$ cat config.mk
export PLATFORM = sky130hd
export DESIGN_NAME = adc_axi_regbank
export DESIGN_NICKNAME = d
export VERILOG_FILES = /design/src/rtl/adc_regbank_pkg.sv /design/src/rtl/adc_ch_regs.sv /design/src/rtl/adc_axi_regbank.sv
export SDC_FILE = /design/constraint.sdc
export NUM_CORES = 1
export LEC_CHECK = 0
export BUFFER_PORTS_ARGS = -buffer_cell sky130_fd_sc_hd__buf_2
export CAP_MARGIN = 30
export CORE_UTILIZATION = 35
export DETAILED_ROUTE_END_ITERATION = 7
export GPL_TIMING_DRIVEN = 0
export SLEW_MARGIN = 20
export SYNTH_ARGS = -nofsm -noshare
export SYNTH_HDL_FRONTEND = slang
export SYNTH_HIERARCHICAL = 1
export SYNTH_SLANG_ARGS = --single-unit
$ cat constraint.sdc
create_clock -name S_AXI_ACLK -period 2.57 [get_ports S_AXI_ACLK]
set_input_delay 0.6425 -clock S_AXI_ACLK [delete_from_list [all_inputs] [get_ports S_AXI_ACLK]]
set_output_delay 0.6425 -clock S_AXI_ACLK [all_outputs]
set_load 0.01 [all_outputs]
$ cat src/rtl/adc_regbank_pkg.sv
// Shared definitions for the ADC AXI4-Lite register bank.
// - Register byte offsets, CTRL/STATUS bit positions, AXI response codes.
// - Address decode result struct and decode helper.
// - Byte-strobe merge helper used by every RW register.
package adc_regbank_pkg;

  localparam logic [31:0] OFF_CTRL    = 32'h00;
  localparam logic [31:0] OFF_STATUS  = 32'h04;
  localparam logic [31:0] OFF_FREQ    = 32'h08;
  localparam logic [31:0] OFF_DDR     = 32'h0C;
  localparam logic [31:0] OFF_CH_BASE = 32'h10;

  localparam int CTRL_START  = 0;
  localparam int CTRL_ENABLE = 1;
  localparam int STAT_BUSY   = 0;
  localparam int STAT_OVR    = 8;

  localparam logic [1:0] RESP_OKAY   = 2'b00;
  localparam logic [1:0] RESP_SLVERR = 2'b10;

  localparam int FREQ_MIN_DEF = 240;

  // Register slot inside one 16-byte channel window.
  typedef enum logic [1:0] {CH_DATA = 2'd0, CH_GAIN = 2'd1, CH_OFFSET = 2'd2, CH_RSVD = 2'd3} ch_reg_e;

  typedef struct packed {
    logic    ctrl;
    logic    status;
    logic    freq;
    logic    ddr;
    logic    chan;
    logic [2:0] ch;
    ch_reg_e sub;
  } addr_dec_t;

  function automatic logic [31:0] strb_merge(input logic [31:0] cur, input logic [31:0] wdat,
                                             input logic [3:0] strb);
    logic [31:0] res;
    for (int b = 0; b < 4; b++) res[8*b +: 8] = strb[b] ? wdat[8*b +: 8] : cur[8*b +: 8];
    return res;
  endfunction

  // Low two address bits are ignored; channel windows beyond num_ch decode as unmapped.
  function automatic addr_dec_t addr_decode(input logic [31:0] addr, input int unsigned num_ch);
    logic [31:0] w, rel;
    addr_dec_t d;
    w   = addr & ~32'h3;
    rel = w - OFF_CH_BASE;
    d   = '0;
    case (w)
      OFF_CTRL:   d.ctrl   = 1'b1;
      OFF_STATUS: d.status = 1'b1;
      OFF_FREQ:   d.freq   = 1'b1;
      OFF_DDR:    d.ddr    = 1'b1;
      default: if (w >= OFF_CH_BASE && (rel >> 4) < num_ch) begin
        d.chan = 1'b1;
        d.ch   = rel[6:4];
        d.sub  = ch_reg_e'(rel[3:2]);
      end
    endcase
    return d;
  endfunction

endpackage

$ cat src/rtl/adc_ch_regs.sv
// One ADC channel's registers.
// - data   : live sample, loaded on adc_valid.
// - gain   : RW, byte-strobed.
// - offset : RW, byte-strobed.
// - ovr    : sticky overrange flag, set by ovr_pulse, cleared by ovr_clr (set wins).
module adc_ch_regs
  import adc_regbank_pkg::*;
(
  input  logic        clk,
  input  logic        rst_n,
  input  logic [31:0] adc_data,
  input  logic        adc_valid,
  input  logic        ovr_pulse,
  input  logic        wr_gain,
  input  logic        wr_offset,
  input  logic        ovr_clr,
  input  logic [31:0] wdata,
  input  logic [3:0]  wstrb,
  output logic [31:0] data,
  output logic [31:0] gain,
  output logic [31:0] offset,
  output logic        ovr
);

  always_ff @(posedge clk or negedge rst_n) begin
    if (!rst_n) begin
      data   <= '0;
      gain   <= '0;
      offset <= '0;
      ovr    <= 1'b0;
    end else begin
      if (adc_valid) data   <= adc_data;
      if (wr_gain)   gain   <= strb_merge(gain, wdata, wstrb);
      if (wr_offset) offset <= strb_merge(offset, wdata, wstrb);
      if (ovr_pulse)    ovr <= 1'b1;
      else if (ovr_clr) ovr <= 1'b0;
    end
  end

endmodule

$ cat src/rtl/adc_axi_regbank.sv
// AXI4-Lite register bank for the multi-channel ADC path.
// - S_AXI_*      : AXI4-Lite slave (AW/W accepted independently, one write in flight).
// - i_adc_data/i_adc_valid : live per-channel samples into DATA registers.
// - i_ovr        : per-channel overrange pulses into sticky STATUS flags.
// - i_busy       : capture engine busy; blocks START and shows in STATUS.
// - o_user_gain/o_user_offset/o_adc_freq/o_ddr_size/o_enable : registered copies
//   of the register contents; o_start : one-cycle start pulse.
module adc_axi_regbank
  import adc_regbank_pkg::*;
#(
  parameter int NUM_CH             = 4,
  parameter int MEM_SIZE           = 10000,
  parameter int FREQ_MIN           = FREQ_MIN_DEF,
  parameter int C_S_AXI_DATA_WIDTH = 32,
  parameter int C_S_AXI_ADDR_WIDTH = 8,
  localparam int DW                = $clog2(MEM_SIZE) + 1
) (
  input  logic                            S_AXI_ACLK,
  input  logic                            S_AXI_ARESETN,
  input  logic [C_S_AXI_ADDR_WIDTH-1:0]   S_AXI_AWADDR,
  input  logic                            S_AXI_AWVALID,
  output logic                            S_AXI_AWREADY,
  input  logic [C_S_AXI_DATA_WIDTH-1:0]   S_AXI_WDATA,
  input  logic [C_S_AXI_DATA_WIDTH/8-1:0] S_AXI_WSTRB,
  input  logic                            S_AXI_WVALID,
  output logic                            S_AXI_WREADY,
  output logic [1:0]                      S_AXI_BRESP,
  output logic                            S_AXI_BVALID,
  input  logic                            S_AXI_BREADY,
  input  logic [C_S_AXI_ADDR_WIDTH-1:0]   S_AXI_ARADDR,
  input  logic                            S_AXI_ARVALID,
  output logic                            S_AXI_ARREADY,
  output logic [C_S_AXI_DATA_WIDTH-1:0]   S_AXI_RDATA,
  output logic [1:0]                      S_AXI_RRESP,
  output logic                            S_AXI_RVALID,
  input  logic                            S_AXI_RREADY,
  input  logic [NUM_CH*32-1:0]            i_adc_data,
  input  logic [NUM_CH-1:0]               i_adc_valid,
  input  logic [NUM_CH-1:0]               i_ovr,
  input  logic                            i_busy,
  output logic [NUM_CH*32-1:0]            o_user_gain,
  output logic [NUM_CH*32-1:0]            o_user_offset,
  output logic [9:0]                      o_adc_freq,
  output logic [DW-1:0]                   o_ddr_size,
  output logic                            o_enable,
  output logic                            o_start
);

  logic                          aw_held, w_held, wr_fire;
  logic [C_S_AXI_ADDR_WIDTH-1:0] aw_addr;
  logic [31:0]                   w_data;
  logic [3:0]                    w_strb;
  addr_dec_t                     wd, rd;
  logic                          wr_err, rd_err;
  logic [31:0]                   rd_data;

  logic          enable, start_q;
  logic [9:0]    freq, freq_m;
  logic [DW-1:0] ddr;
  logic [31:0]   ddr_m;

  logic [NUM_CH-1:0][31:0] ch_data, ch_gain, ch_offset;
  logic [NUM_CH-1:0]       ch_ovr, wr_gain, wr_offset, ovr_clr;

  assign wd      = addr_decode(32'(aw_addr), NUM_CH);
  assign rd      = addr_decode(32'(S_AXI_ARADDR), NUM_CH);
  // Both halves captured and no response pending: commit this cycle.
  assign wr_fire = aw_held & w_held;
  assign wr_err  = ~(wd.ctrl | wd.status | wd.freq | wd.ddr | (wd.chan & (wd.sub != CH_DATA)));

  // Clamps act on the strobe-merged value, not on raw WDATA.
  assign freq_m = {w_strb[1] ? w_data[9:8] : freq[9:8], w_strb[0] ? w_data[7:0] : freq[7:0]};
  assign ddr_m  = strb_merge(32'(ddr), w_data, w_strb);

  // ---------------- write channel ----------------
  always_ff @(posedge S_AXI_ACLK or negedge S_AXI_ARESETN) begin
    if (!S_AXI_ARESETN) begin
      S_AXI_AWREADY <= 1'b0;
      S_AXI_WREADY  <= 1'b0;
      S_AXI_BVALID  <= 1'b0;
      S_AXI_BRESP   <= RESP_OKAY;
      aw_held       <= 1'b0;
      w_held        <= 1'b0;
      aw_addr       <= '0;
      w_data        <= '0;
      w_strb        <= '0;
    end else begin
      S_AXI_AWREADY <= ~S_AXI_AWREADY & S_AXI_AWVALID & ~aw_held & ~S_AXI_BVALID;
      S_AXI_WREADY  <= ~S_AXI_WREADY & S_AXI_WVALID & ~w_held & ~S_AXI_BVALID;
      if (S_AXI_AWREADY && S_AXI_AWVALID) begin
        aw_held <= 1'b1;
        aw_addr <= S_AXI_AWADDR;
      end
      if (S_AXI_WREADY && S_AXI_WVALID) begin
        w_held <= 1'b1;
        w_data <= S_AXI_WDATA;
        w_strb <= S_AXI_WSTRB;
      end
      if (wr_fire) begin
        aw_held      <= 1'b0;
        w_held       <= 1'b0;
        S_AXI_BVALID <= 1'b1;
        S_AXI_BRESP  <= wr_err ? RESP_SLVERR : RESP_OKAY;
      end else if (S_AXI_BVALID && S_AXI_BREADY) begin
        S_AXI_BVALID <= 1'b0;
      end
    end
  end

  // ---------------- global registers + output copies ----------------
  always_ff @(posedge S_AXI_ACLK or negedge S_AXI_ARESETN) begin
    if (!S_AXI_ARESETN) begin
      enable        <= 1'b0;
      start_q       <= 1'b0;
      freq          <= 10'(FREQ_MIN);
      ddr           <= DW'(MEM_SIZE);
      o_enable      <= 1'b0;
      o_start       <= 1'b0;
      o_adc_freq    <= 10'(FREQ_MIN);
      o_ddr_size    <= DW'(MEM_SIZE);
      o_user_gain   <= '0;
      o_user_offset <= '0;
    end else begin
      start_q <= wr_fire & wd.ctrl & w_strb[0] & w_data[CTRL_START] & ~i_busy;
      if (wr_fire && wd.ctrl && w_strb[0]) enable <= w_data[CTRL_ENABLE];
      if (wr_fire && wd.freq) freq <= (freq_m < 10'(FREQ_MIN)) ? 10'(FREQ_MIN) : freq_m;
      if (wr_fire && wd.ddr) begin
        if (ddr_m > 32'(MEM_SIZE)) ddr <= DW'(MEM_SIZE);
        else if (ddr_m == '0)      ddr <= DW'(1);
        else                       ddr <= ddr_m[DW-1:0];
      end
      o_enable   <= enable;
      o_start    <= start_q;
      o_adc_freq <= freq;
      o_ddr_size <= ddr;
      for (int k = 0; k < NUM_CH; k++) begin
        o_user_gain[32*k +: 32]   <= ch_gain[k];
        o_user_offset[32*k +: 32] <= ch_offset[k];
      end
    end
  end

  // ---------------- per-channel registers ----------------
  for (genvar k = 0; k < NUM_CH; k++) begin : g_ch
    assign wr_gain[k]   = wr_fire & wd.chan & (wd.ch == 3'(k)) & (wd.sub == CH_GAIN);
    assign wr_offset[k] = wr_fire & wd.chan & (wd.ch == 3'(k)) & (wd.sub == CH_OFFSET);
    assign ovr_clr[k]   = wr_fire & wd.status & w_strb[1] & w_data[STAT_OVR+k];

    adc_ch_regs u_ch (
      .clk       (S_AXI_ACLK),
      .rst_n     (S_AXI_ARESETN),
      .adc_data  (i_adc_data[32*k +: 32]),
      .adc_valid (i_adc_valid[k]),
      .ovr_pulse (i_ovr[k]),
      .wr_gain   (wr_gain[k]),
      .wr_offset (wr_offset[k]),
      .ovr_clr   (ovr_clr[k]),
      .wdata     (w_data),
      .wstrb     (w_strb),
      .data      (ch_data[k]),
      .gain      (ch_gain[k]),
      .offset    (ch_offset[k]),
      .ovr       (ch_ovr[k])
    );
  end

  // ---------------- read channel ----------------
  always_comb begin
    rd_data = '0;
    rd_err  = 1'b0;
    if (rd.ctrl) begin
      rd_data[CTRL_ENABLE] = enable;
    end else if (rd.status) begin
      rd_data[STAT_BUSY]           = i_busy;
      rd_data[STAT_OVR +: NUM_CH]  = ch_ovr;
    end else if (rd.freq) begin
      rd_data[9:0] = freq;
    end else if (rd.ddr) begin
      rd_data[DW-1:0] = ddr;
    end else if (rd.chan) begin
      for (int k = 0; k < NUM_CH; k++) begin
        if (rd.ch == 3'(k)) begin
          case (rd.sub)
            CH_DATA:   rd_data = ch_data[k];
            CH_GAIN:   rd_data = ch_gain[k];
            CH_OFFSET: rd_data = ch_offset[k];
            default:   rd_data = '0;
          endcase
        end
      end
    end else begin
      rd_err = 1'b1;
    end
  end

  always_ff @(posedge S_AXI_ACLK or negedge S_AXI_ARESETN) begin
    if (!S_AXI_ARESETN) begin
      S_AXI_ARREADY <= 1'b0;
      S_AXI_RVALID  <= 1'b0;
      S_AXI_RDATA   <= '0;
      S_AXI_RRESP   <= RESP_OKAY;
    end else begin
      S_AXI_ARREADY <= ~S_AXI_ARREADY & S_AXI_ARVALID & ~S_AXI_RVALID;
      if (S_AXI_ARREADY && S_AXI_ARVALID) begin
        S_AXI_RVALID <= 1'b1;
        S_AXI_RDATA  <= rd_data;
        S_AXI_RRESP  <= rd_err ? RESP_SLVERR : RESP_OKAY;
      end else if (S_AXI_RVALID && S_AXI_RREADY) begin
        S_AXI_RVALID <= 1'b0;
      end
    end
  end

endmodule
==> results.py <==
metrics = {
    "outcome": {
        "outcome": "finished with violations",
        "violations": "negative setup slack",
    },
    "cts": {
        "htreeDepth": 3,
        "numCtsBuffers": 83,
        "clk_pin_slew_ps": 60,
        "clock_sinks": 781,
        "cts_root_buf": "clkbuf_16",
        "clk_latency_ps": 630,
        "cts_tree": "done",
        "clockBufferDepth": 3,
    },
    "critical_path": {
        "critPathRequiredTime_ps": 3080,
        "crit_arrival_ps": 3100,
        "path_buf_inv": 2,
        "startpoint_type": "flop",
        "crit_family": "simple AND/OR/NAND/NOR gates",
        "cp-end-kind": "flop",
        "path_cells": "inv_2 > ha_4 > nor3_2 > o21ai_1 > a21oi_2 > a21oi_2 > or3_4 > nor3_4 > buf_6 > nand2_8 > mux2_4",
        "cp_max_fo": 8,
        "worstSetupPathType": "flop to flop",
        "cpPeakStageDelay_ps": 470,
        "crit_slowest_cell": "or3_4",
        "path_common_cell": "a21oi_2",
    },
    "logic_synthesis": {
        "async_flop_share": 1.00,
        "synth-edff-count": 0,
        "syn_area_per_cell_sq_um": 14.6,
        "ys.flop_type": "dfrtp_1",
        "synth_cells": 2055,
        "ys_types": 81,
        "synth.top_cell.area_share": 0.638,
        "syn_area_sq_um": 29900,
        "synth_largest_area_cell": "dfrtp_1",
        "ys_ff_latch": 781,
        "synthTopCellsByCount": "dfrtp_1, mux2_2, a21oi_1",
        "yosysWarnings": 6,
        "synth.most_common_cell": "dfrtp_1",
        "ys_top_cells_by_area": "dfrtp_1, mux2_2, mux2i_1, dfstp_2, a21oi_1",
        "yosysSeqAreaShare": 0.653,
    },
    "pwr": {
        "intPower_mw": 23.7,
        "irDropWorstVdd_mv": 0.677,
        "p_total_mw": 34.4,
        "leakage_nw": 19.3,
        "clkPwrFrac": 0.353,
        "powerDensity_nw_per_um2": 894,
        "p_comb_frac": 0.160,
        "swShare": 0.310,
        "p_switching_mw": 10.7,
        "p_seq_frac": 0.488,
    },
    "die": {
        "pin_count": 520,
        "die_area_sq_um": 86700,
        "fp.dieW_um": 295,
        "core-area_sq_um": 84200,
        "initial_core_util": 0.356,
        "fp.dieH_um": 295,
        "num_rows": 106,
    },
    "layout": {
        "n_fill_cell": 7510,
        "drive_above_1_share": 0.481,
        "nNetsFinal": 2910,
        "layout-area-overhead-vs-synth_pct": 28.4,
    },
    "global_routing": {
        "grt_max_degree": 94,
        "antenna_found_initial": 14,
        "groute.usage.overall": 0.298,
        "grt_overflow": 0,
        "grt_pass1_vias": 22500,
        "grt_pass1_wl_mm": 177,
    },
    "timing": {
        "setup_viol": 6,
        "clock_skew_ps": 20.8,
        "worst_pin_slew_ps": 1160,
        "fmax_mhz": 385,
        "finalMaxSlewViolations": 0,
        "period_share": 1.01,
        "hold_viol": 0,
        "finalHoldWorstSlack_ps": 59.2,
        "slew_headroom": 0.228,
        "grt_setup_unrepaired": "true",
        "finalWorstSetupSlack_ps": -24.4,
        "setup-tns-final_ps": -62.2,
        "layout_min_cycle_time_ps": 2590,
    },
    "worst_hold_path": {
        "hold_path_class": "input pin to asynchronous set/reset pin",
    },
    "place": {
        "dp_hpwl_mm": 93.2,
        "portBuffers": 505,
        "gp_congestion": 0.929,
        "post-place-ws_ps": -2460,
    },
    "drt": {
        "drtIter0Drc": 1860,
        "dr.pass1.iters": 8,
        "vias": 21900,
        "wl_per_cell_um": 33.3,
        "antenna_left": 0,
        "totalWireLength_mm": 130,
        "drc_errors": 0,
        "detail_route.vias_per_cell": 5.61,
    },
    "flow_run": {
        "drv_cap": 0,
    },
}
[stage by stage]
stage | instance area [sq um] | util | std cells
floorplan | 30100 | - | 2056
global placement | 34100 | 0.405 | 3695
detailed placement | 34500 | 0.410 | 3719
CTS | 38200 | 0.453 | 3900
global route | 38400 | 0.456 | 3906
finish | 38400 | 0.456 | 3907
[final timing paths]
kind,start,to,slack [ps],depth (start not counted)
setup reg to reg,aw_addr[4],g_ch[2].u_ch/offset[29],-20,11
hold / removal,S_AXI_ARESETN,o_ddr_size[4],60,1
setup / recovery,aw_addr[4],g_ch[2].u_ch/offset[29],-20,11
hold reg to reg,start_q,o_start,350,0
min in group S_AXI_ACLK,S_AXI_RREADY,S_AXI_RVALID,200,2
max in group asynchronous,S_AXI_ARESETN,g_ch[3].u_ch/gain[22],730,5
[per-layer routing]
layer,part of all wire,global-route usage
met1,0.40,0.389
met2,0.47,0.477
met3,0.082,0.0608
met4,0.050,0.138
met5,0.00078,0
[power by group through the flow]
stage                     registers, mW  logic [mW]  clock network [mW]
after global placement             16.7        4.80                   0
final                              16.8        5.49                12.1
after floorplan                    15.9        2.39                   0
after detailed placement           16.7        5.02                   0
after CTS                          16.7        5.31                12.3
after global routing               17.0        5.82                12.8
[cell usage in the layout, fill, tap and decap left out, types with 9 or more instances in the layout]
cell type / count
a221oi_1: 17
clkbuf_1: 37
nand2_1: 54
nand2_8: 13
a221o_1: 22
nand3_1: 11
a32oi_1: 9
nor4_1: 9
a21o_1: 20
o22ai_1: 9
buf_12: 13
buf_16: 10
clkbuf_16: 87
dfstp_2: 18
nor2_1: 39
clkbuf_8: 15
o31ai_1: 11
mux2_2: 423
inv_1: 24
a21oi_1: 71
nor3_1: 19
a32o_1: 14
o21ai_0: 64
clkbuf_2: 17
buf_2: 510
dfrtp_1: 755
clkinv_2: 20
nand2_4: 19
a22o_1: 22
a22oi_1: 44
mux2i_1: 51
buf_6: 32
buf_4: 46
[registers in the layout (all words and copies together), names as in the netlist, 4 cells and up]
register          cells
g_ch.u_ch/offset    128
o_user_offset       128
o_ddr_size           15
o_user_gain         128
freq                 10
o_adc_freq           10
g_ch.u_ch/ovr         4
w_data               32
g_ch.u_ch/gain      128
g_ch.u_ch/data      128
ddr                  15
aw_addr               6
S_AXI_RDATA          32
w_strb                4
[worst register-to-register path: stages, from the launching register on]
cell     delay [ps]
dfrtp_1         360
inv_2            70
ha_4            160
nor3_2          160
o21ai_1         110
a21oi_2         150
a21oi_2          60
or3_4           470
nor3_4          220
buf_6           210
nand2_8         120
mux2_4          380
[kinds of logic after synthesis]
group	count (synthesis)	share of synthesized area
adder cells (fa/ha/maj)	4	0.00167
multiplexers	488	0.181
flip-flops	781	0.653
other	1	0.000125
AO/OA/AOI/OAI	404	0.0981
buffers and inverters	128	0.0214
AND/OR/NAND/NOR	249	0.0439
[final cells by class]
| type | instances | area, sq um | share of cell area |
|---|---|---|---|
| clock inverters | 31 | 347 | 0.00902 |
| diodes | 1 | 2.50 | 0.0000651 |
| inverters | 30 | 121 | 0.00316 |
| repair buffers | 573 | 3450 | 0.0897 |
| multi-input cells | 1147 | 10400 | 0.271 |
| clock buffers | 116 | 2370 | 0.0617 |
| flip-flops and latches | 781 | 19600 | 0.509 |
| plain buffers | 94 | 748 | 0.0195 |
| well taps | 1134 | 1420 | 0.0369 |
[what timing repair did]
| action | in CTS | in global routing |
|---|---|---|
| hold buffers | 1 | 0 |
| setup endpoints to repair | 308 | 275 |
| endpoints found under the hold margin | 42 | 0 |
| setup buffers | 37 | 5 |
| pin swaps | 26 | 17 |
| resized for setup | 122 | 55 |
(Power assumes the default switching activity.)
